`config.mk`:
```
export PLATFORM = sky130hd
export DESIGN_NAME = mem_access_unit
export DESIGN_NICKNAME = d
export VERILOG_FILES = /design/src/rtl/mem_pkg.sv /design/src/rtl/sb_fifo.sv /design/src/rtl/mem_access_unit.sv
export SDC_FILE = /design/constraint.sdc
export NUM_CORES = 1
export LEC_CHECK = 0
export BUFFER_PORTS_ARGS = -buffer_cell sky130_fd_sc_hd__buf_2
export CORE_MARGIN = 2
export CORE_UTILIZATION = 45
export DETAILED_ROUTE_END_ITERATION = 7
export MAX_ROUTING_LAYER = met4
export PLACE_DENSITY = 0.72
export SETUP_SLACK_MARGIN = 0.2
export SLEW_MARGIN = 20
export SYNTH_ARGS = -nofsm -noshare
export SYNTH_HDL_FRONTEND = slang
export SYNTH_SLANG_ARGS = --single-unit
```
`constraint.sdc`:
```
create_clock -name clk -period 2.8 [get_ports clk]
set_clock_uncertainty 0.15 [all_clocks]
set_input_delay 0.14 -clock clk [delete_from_list [all_inputs] [get_ports clk]]
set_output_delay 0.14 -clock clk [all_outputs]
set_load 0.05 [all_outputs]
```
`src/rtl/mem_pkg.sv`:
```
// Shared widths and the store-buffer entry type for the memory access unit.
package mem_pkg;

    localparam int DEFAULT_ADDR_W = 5;
    localparam int DEFAULT_DATA_W = 32;

    typedef struct packed {
        logic [DEFAULT_ADDR_W-1:0] addr;
        logic [DEFAULT_DATA_W-1:0] data;
    } sb_entry_t;

endpackage

```
`src/rtl/sb_fifo.sv`:
```
// Circular store buffer: entry storage, head/tail pointers, occupancy count.
// The forwarding view (all entries, head, count) exists only with MEM_ACCESS_SB_FWD_EN.
module sb_fifo
    import mem_pkg::*;
#(
    parameter int  DEPTH   = 4,
    parameter type entry_t = sb_entry_t
) (
    input  logic                       clk,
    input  logic                       rst_n,
    input  logic                       push,
    input  entry_t                     push_entry,
    input  logic                       pop,
    output entry_t                     head_entry,
`ifdef MEM_ACCESS_SB_FWD_EN
    output entry_t                     entries [DEPTH],
    output logic [$clog2(DEPTH)-1:0]   head_ptr,
    output logic [$clog2(DEPTH+1)-1:0] count,
`endif
    output logic                       full,
    output logic                       empty
);
    localparam int PTR_W = $clog2(DEPTH);
    localparam int CNT_W = $clog2(DEPTH + 1);

    entry_t             storage [DEPTH];
    logic [PTR_W-1:0]   head;
    logic [PTR_W-1:0]   tail;
    logic [CNT_W-1:0]   occupancy;

    // Storage is never cleared; slots outside head..head+count are ignored.
    always_ff @(posedge clk) begin
        if (push) begin
            storage[tail] <= push_entry;
        end
    end

    always_ff @(posedge clk) begin
        if (!rst_n) begin
            head      <= '0;
            tail      <= '0;
            occupancy <= '0;
        end else begin
            if (push) begin
                tail <= tail + 1'b1;
            end
            if (pop) begin
                head <= head + 1'b1;
            end
            if (push && !pop) begin
                occupancy <= occupancy + 1'b1;
            end else if (pop && !push) begin
                occupancy <= occupancy - 1'b1;
            end
        end
    end

    assign head_entry = storage[head];
    assign full       = (occupancy == CNT_W'(DEPTH));
    assign empty      = (occupancy == '0);

`ifdef MEM_ACCESS_SB_FWD_EN
    assign entries  = storage;
    assign head_ptr = head;
    assign count    = occupancy;
`endif

endmodule

```
`src/rtl/mem_access_unit.sv`:
```
// Load/store unit with a posted store buffer that drains into idle memory cycles.
// Define MEM_ACCESS_SB_FWD_EN to forward buffered stores to loads instead of stalling them.
module mem_access_unit
    import mem_pkg::*;
#(
    parameter int SB_DEPTH = 4,
    parameter int ADDR_W   = DEFAULT_ADDR_W,
    parameter int DATA_W   = DEFAULT_DATA_W
) (
    input  logic              clk,
    input  logic              rst_n,
    input  logic              req_valid,
    output logic              req_ready,
    input  logic              req_we,
    input  logic [ADDR_W-1:0] req_addr,
    input  logic [DATA_W-1:0] req_wdata,
    output logic              mem_we,
    output logic [ADDR_W-1:0] mem_addr,
    output logic [DATA_W-1:0] mem_datain,
    input  logic [DATA_W-1:0] mem_dataout,
    output logic              rsp_valid,
    output logic [DATA_W-1:0] rsp_data,
    output logic              sb_empty
);
    localparam int PTR_W = $clog2(SB_DEPTH);
    localparam int CNT_W = $clog2(SB_DEPTH + 1);

    typedef struct packed {
        logic [ADDR_W-1:0] addr;
        logic [DATA_W-1:0] data;
    } entry_t;

    entry_t            push_entry;
    entry_t            head_entry;
    logic              full;
    logic              empty;
    logic              handshake;
    logic              load_accept;
    logic              push;
    logic              drain;
    logic [DATA_W-1:0] load_data;

`ifdef MEM_ACCESS_SB_FWD_EN
    entry_t            entries [SB_DEPTH];
    logic [PTR_W-1:0]  head_ptr;
    logic [CNT_W-1:0]  count;
    logic [PTR_W-1:0]  idx;
`endif

    sb_fifo #(
        .DEPTH   (SB_DEPTH),
        .entry_t (entry_t)
    ) u_sb_fifo (
        .clk        (clk),
        .rst_n      (rst_n),
        .push       (push),
        .push_entry (push_entry),
        .pop        (drain),
        .head_entry (head_entry),
`ifdef MEM_ACCESS_SB_FWD_EN
        .entries    (entries),
        .head_ptr   (head_ptr),
        .count      (count),
`endif
        .full       (full),
        .empty      (empty)
    );

`ifdef MEM_ACCESS_SB_FWD_EN
    assign req_ready = rst_n && !full;
`else
    // Without forwarding a load must wait until every older store has reached memory.
    assign req_ready = rst_n && !full && (req_we || empty);
`endif

    assign handshake   = req_valid && req_ready;
    assign load_accept = handshake && !req_we;
    assign push        = handshake && req_we;
    assign drain       = rst_n && !handshake && !empty;
    assign push_entry  = {req_addr, req_wdata};
    assign sb_empty    = empty;

    always_comb begin
        mem_we     = 1'b0;
        mem_addr   = '0;
        mem_datain = '0;
        if (load_accept) begin
            mem_addr = req_addr;
        end else if (drain) begin
            mem_we     = 1'b1;
            mem_addr   = head_entry.addr;
            mem_datain = head_entry.data;
        end
    end

`ifdef MEM_ACCESS_SB_FWD_EN
    // Walk oldest to youngest so the last match is the youngest store.
    always_comb begin
        load_data = mem_dataout;
        idx       = '0;
        for (int i = 0; i < SB_DEPTH; i++) begin
            idx = head_ptr + PTR_W'(i);
            if (i < int'(count) && entries[idx].addr == req_addr) begin
                load_data = entries[idx].data;
            end
        end
    end
`else
    assign load_data = mem_dataout;
`endif

    always_ff @(posedge clk) begin
        if (!rst_n) begin
            rsp_valid <= 1'b0;
            rsp_data  <= '0;
        end else begin
            rsp_valid <= load_accept;
            if (load_accept) begin
                rsp_data <= load_data;
            end
        end
    end

endmodule
```
# Yosys cells after proc, flatten, opt, wreduce, memory -nomap -nowiden
# Memories as Yosys holds them, arrays and structs flattened. A register that Yosys moved wholly into a read port is not among the register bits.
# Cells that the tools add are included.
# W data, S select, Z words.
[word_totals]
regBits = 40
mem_bits_rw = 148
input_bits = 73
out_inout_bits = 73
elab_cells = 41
mem_count = 1
[classes]
addsub = 4
n_eq_ne = 1
mux = 12
reduce_logical = 18
[mem_list]
columns = ["memory", "words", "word_bits", "read_ports", "rd_clocked_by_memory_dff", "write_ports", "line", "source"]
rows = [
  ["u_sb_fifo.storage", 4, 37, 1, 1, 1, "sb_fifo.sv:26", "entry_t storage [DEPTH];"],
]
[op_table]
columns = ["operator", "count"]
rows = [
  ["$mux W32", 2],
  ["$mux W5", 2],
  ["$logic_and A1 B1 Y1", 9],
  ["$logic_not A1 Y1", 6],
  ["$mux W3", 2],
  ["$add A2 B1 Y2 const B", 2],
  ["$mux W1", 4],
  ["$mux W2", 2],
  ["$add A3 B1 Y3 const B", 1],
  ["$eq A3 B3 Y1 const B", 1],
  ["$logic_not A3 Y1", 1],
  ["$sub A3 B1 Y3 const B", 1],
  ["$reduce_bool A2 Y1", 1],
  ["$logic_or A1 B1 Y1", 1],
]

# Longest topological paths before layout
[logic_depth]
ltp_word = 11
ltp_mapped = 11
mapped_depth_nobuf = 9

# By module
# From an unflattened synthesis, not the netlist that was laid out.
[unflattened]
hier_cells = 432
hier_area_um2 = 7472.2
[modules_own_cells]
columns = ["mod", "n_inst", "cells_each", "area_per_inst_um2", "seq_area_each_um2"]
rows = [
  ["sb_fifo", 1, 236, 5840.6, 4624.4],
  ["mem_access_unit", 1, 196, 1631.6, 660.6],
]

# Worst setup path after synthesis
# Ideal clock, no wire load.
[synth_timing]
path_kind = "reg-to-reg"
start = "reg u_sb_fifo.occupancy[0]"
end = "reg u_sb_fifo.occupancy[2]"
setup_time_ps = 70
t_arrival_ps = 2388
required_ps = 2580
slack_ps = 192
stages_incl_launch_ff = 12
n_path_buf = 2
period_less_slack_ps = 2608
path_cell_list = "dfxtp_1 -> or3_1 -> buf_4 -> and3_4 -> buf_6 -> inv_2 -> ha_1 -> inv_1 -> fa_1 -> xor2_1 -> or3_1 -> a21oi_1"
[synth_via]
elab_chain_cells = 11
word_cells_on_any_way = 21
cone_classes = "add/sub (2); eq/ne (1); mux (2); reduce/logical (16)"
[synth_lines]
columns = ["element", "line", "source"]
rows = [
  ["start, declared", "sb_fifo.sv:29", "logic [CNT_W-1:0] occupancy;"],
  ["start signal, assigned", "sb_fifo.sv:51", "occupancy <= occupancy + 1'b1;"],
  ["start signal, assigned", "sb_fifo.sv:53", "occupancy <= occupancy - 1'b1;"],
  ["$eq A3 B3 Y1", "sb_fifo.sv:59", "assign full = (occupancy == CNT_W'(DEPTH));"],
  ["$logic_not A1 Y1", "mem_access_unit.sv:73", "assign req_ready = rst_n && !full && (req_we || empty);"],
  ["$logic_and A1 B1 Y1 (2 in series)", "mem_access_unit.sv:73", ""],
  ["$logic_and A1 B1 Y1", "mem_access_unit.sv:76", "assign handshake = req_valid && req_ready;"],
  ["$logic_not A1 Y1", "mem_access_unit.sv:79", "assign drain = rst_n && !handshake && !empty;"],
  ["$logic_and A1 B1 Y1 (2 in series)", "mem_access_unit.sv:79", ""],
  ["$logic_not A1 Y1", "sb_fifo.sv:50", "if (push && !pop) begin"],
  ["$logic_and A1 B1 Y1", "sb_fifo.sv:50", ""],
  ["$mux W3 or $reduce_bool A2 Y1 (tied branches)", "--", ""],
]
# Several ways; a longest one is shown, not always the timed one. The select of a mux whose other input is x is not followed.
# A chain may end at the register's enable or synchronous reset.

# Final worst setup path
[layout_timing]
start = "reg u_sb_fifo.occupancy[1]"
end = "out sb_empty"
[layout_via]
elab_chain_cells = 1
[layout_lines]
columns = ["element", "line", "source"]
rows = [
  ["$logic_not A3 Y1", "sb_fifo.sv:60", "assign empty = (occupancy == '0);"],
  ["end, declared", "mem_access_unit.sv:23", "output logic sb_empty"],
]
# Every way passes these cells.

==> flow_summary.json <==
{
  "outcome": "complete, no violations",
  "report.power.total_mw": 7.99,
  "cpLargestDelayFamily": "buffers and inverters",
  "powerDensity_mw_per_mm2": 818,
  "gp_congestion": 0.792,
  "slew-limit-headroom_pct": 61.0,
  "drc": 0,
  "slowest_stage": "clkinv_2",
  "path_clk_slew_ns": 0.07,
  "path_depth": 4,
  "final_area_mm2": 0.00977,
  "fin_setup_tns_ns": 0,
  "die_height_um": 132,
  "drt_wl_total_mm": 16.1,
  "cts_tree": "yes",
  "final_hold_viol_count": 0,
  "slowest_delay_ns": 0.46,
  "clk_latency_ns": 0.42,
  "htree_levels": 4,
  "rrSetupSlack_ns": 0.30,
  "grt_start_max_net_pins": 39,
  "synth_top_family_by_area": "multiplexers",
  "crit_end": "sb_empty",
  "grt_pass1_vias": 4985,
  "reg2reg_depth": 9,
  "drt_iter0_drc": 337,
  "yosys_most_used_dff": "edfxtp_1",
  "synth_cells": 441,
  "syn_to_final_growth_pct": 32.6,
  "num_vias": 4685,
  "rr_startpoint": "u_sb_fifo.occupancy[0]",
  "synth.yosys.seq_area_share_pct": 71.8,
  "dieArea_mm2": 0.0174,
  "avgRoutedWirePerCell_um": 18.1,
  "synth.area.top_cells": "edfxtp_1 60%, dfxtp_1 11%, mux4_2 11%",
  "ioPinCount": 146,
  "report.final.setup_viol": 0,
  "cts_buffers": 17,
  "ant_nets": 0,
  "max_freq_mhz": 398,
  "synthSimpleGateAreaFrac_pct": 7.05,
  "yosys_warnings": 0,
  "finalCriticalPeriod_ns": 2.51,
  "io_buffers": 145,
  "rows": 46,
  "syn_area_mm2": 0.00736,
  "layout-drive-gt1-share_pct": 37.3,
  "yosysUniqueCellTypes": 31,
  "dp_hpwl_mm": 9.60,
  "p_leak_nw": 3.62,
  "detailed_place.area_mm2": 0.00839,
  "synth_largest_area_cell": "edfxtp_1",
  "synth_fa_ha_area_share_pct": 1.12,
  "drv_cap": 0,
  "crit_fanout": 36,
  "start_util_pct": 46.2,
  "overflow": 0,
  "synthArstFlopShare_pct": 0,
  "start_kind": "flop",
  "rr_endpoint": "u_sb_fifo.occupancy[2]",
  "root_buffer": "clkbuf_16",
  "antenna_found_initial": 1,
  "worstPathCellList": "or3_4, buf_4, clkinv_2, buf_2",
  "synth_top_area_share_pct": 60.4,
  "grt_pass1_wl_mm": 25.3,
  "synth_compound_area_share_pct": 5.59,
  "required_ns": 2.51,
  "worst_pin_slew_ns": 0.584,
  "track_usage_pct": 19.3,
  "viasPerCell": 5.28,
  "cp-end-kind": "output port",
  "clk_path_buf_depth": 2,
  "rsz0062_at_grt": "true",
  "maxSlewViolCount": 0,
  "layout.nets": 737,
  "vdd_drop_max_mv": 0.423,
  "crit_buf_inv": 3,
  "coreArea_mm2": 0.0159,
  "hold_class": "in -> reg",
  "cts_sinks": 190,
  "synthMuxAreaShare_pct": 11.9,
  "avgSynthCellArea_um2": 16.7,
  "synth.net_count": 520,
  "synth-xor-area-share_pct": 0.238,
  "period_share_pct": 89.7,
  "dr.pass1.iters": 5,
  "startpoint": "u_sb_fifo.occupancy[1]",
  "min_from": "req_we",
  "crit_arrival_ns": 2.22,
  "synth-edff-count": 148,
  "path_class": "reg -> out",
  "synth_seq_cells": 190,
  "dieWidth_um": 132
}
==> layout make-up <==
class | instances | area [um^2]
Multi-Input combinational cell | 214 | 1930
Clock buffer | 18 | 429
Clock inverter | 14 | 211
Antenna cell | 1 | 2.50
Fill cell | 1197 | 6180
Inverter | 6 | 23.8
Tap cell | 216 | 270
Timing Repair Buffer | 229 | 1610
Sequential cell | 190 | 5290
==> logic make-up after synthesis <==
logic type,count (synthesis)
AND/OR/NAND/NOR,87
AO/OA/AOI/OAI,78
flip-flops,190
adder cells (fa/ha/maj),6
buffers and inverters,37
XOR/XNOR,2
multiplexers,41
==> cell usage after synthesis, types with 2 or more instances <==
master and number:
o21ai_0 36, edfxtp_1 148, nand3_1 36, or3_1 2, and2_4 9, dfxtp_1 42, a22o_1 5, and2_1 23
a21oi_1 36, buf_4 2, buf_2 10, inv_1 4, buf_6 2, mux4_2 37, ha_1 5, mux2i_1 4
buf_1 3, nand2_1 2, and3_1 5, xor2_1 2, inv_2 2, clkbuf_1 14, nor2_1 4
==> metrics by stage <==
step,setup slack (ns),hold WS (ns),util [%],std cells
3_5_place_dp,0.283,0.206,52.6,784
3_3_place_gp,0.419,0.201,52.6,784
6_report,0.289,0.0251,61.3,888
2_1_floorplan,0.218,0.0889,-,441
4_1_cts,0.204,0.00478,61.1,887
5_1_grt,0.172,0.0575,61.3,888
==> metal layers <==
| layer | vias to the layer above | GRT usage, % | routed length [um] | share of wire, % |
|---|---|---|---|---|
| met5 | - | - | 0 | 0 |
| met4 | 0 | 5.92 | 142 | 0.88 |
| met3 | 16 | 4.19 | 788 | 4.9 |
| met2 | 161 | 32.7 | 8270 | 52 |
| met1 | 2363 | 23.2 | 6850 | 43 |
| li1 | 2145 | - | - | - |
==> tightest hold or removal path: cells and delay by family <==
kind                   cells  cell delay (ns)
buffers and inverters      1             0.13
and+or+nand+nor            2             0.27
==> registers in the layout (all words and copies together) (netlist names), named ones only <==
| register | cells |
|---|---|
| u_sb_fifo.tail | 2 |
| rsp_valid | 1 |
| u_sb_fifo.occupancy | 3 |
| u_sb_fifo.storage | 148 |
| u_sb_fifo.head | 2 |
| rsp_data | 32 |
==> layout by cell type (no fill, tap or decap), types with 3 or more instances in the layout <==
master	count
a21oi_1	35
a22o_1	5
and2_1	23
and2_4	9
and3_2	4
buf_12	6
buf_2	145
buf_4	7
bufinv_16	5
clkbuf_16	17
clkinv_2	3
dfxtp_1	39
dlygate4sd3_1	71
edfxtp_1	148
ha_1	4
inv_1	4
inv_6	4
mux2i_1	4
mux4_2	37
nand3_1	36
nor2_1	3
o21ai_0	36
==> repair_timing <==
item,4_1_cts,5_1_grt
resized for setup,2,5
hold buffers,71,0
endpoints found under the setup margin,5,12
setup buffers,0,0
endpoints found under the hold margin,185,0
==> worst min path at each step <==
stage | endpoint | slack, ns | depth (start not counted)
after floorplan | u_sb_fifo.storage[0][0] | 0.09 | 0
after global placement | u_sb_fifo.storage[2][0] | 0.20 | 1
after detailed placement | u_sb_fifo.storage[0][11] | 0.21 | 1
after CTS | rsp_valid | 0.005 | 3
after global routing | rsp_valid | 0.06 | 3
final | rsp_valid | 0.03 | 3
==> where the power goes <==
group          leakage [nW]  switching (mW)  internal (mW)
Sequential             1.68           0.121           3.16
Clock                 0.309            1.01           1.59
Combinational          1.63            1.31          0.797
Total                  3.62            2.45           5.54
Power figures use the tool's default switching activity.
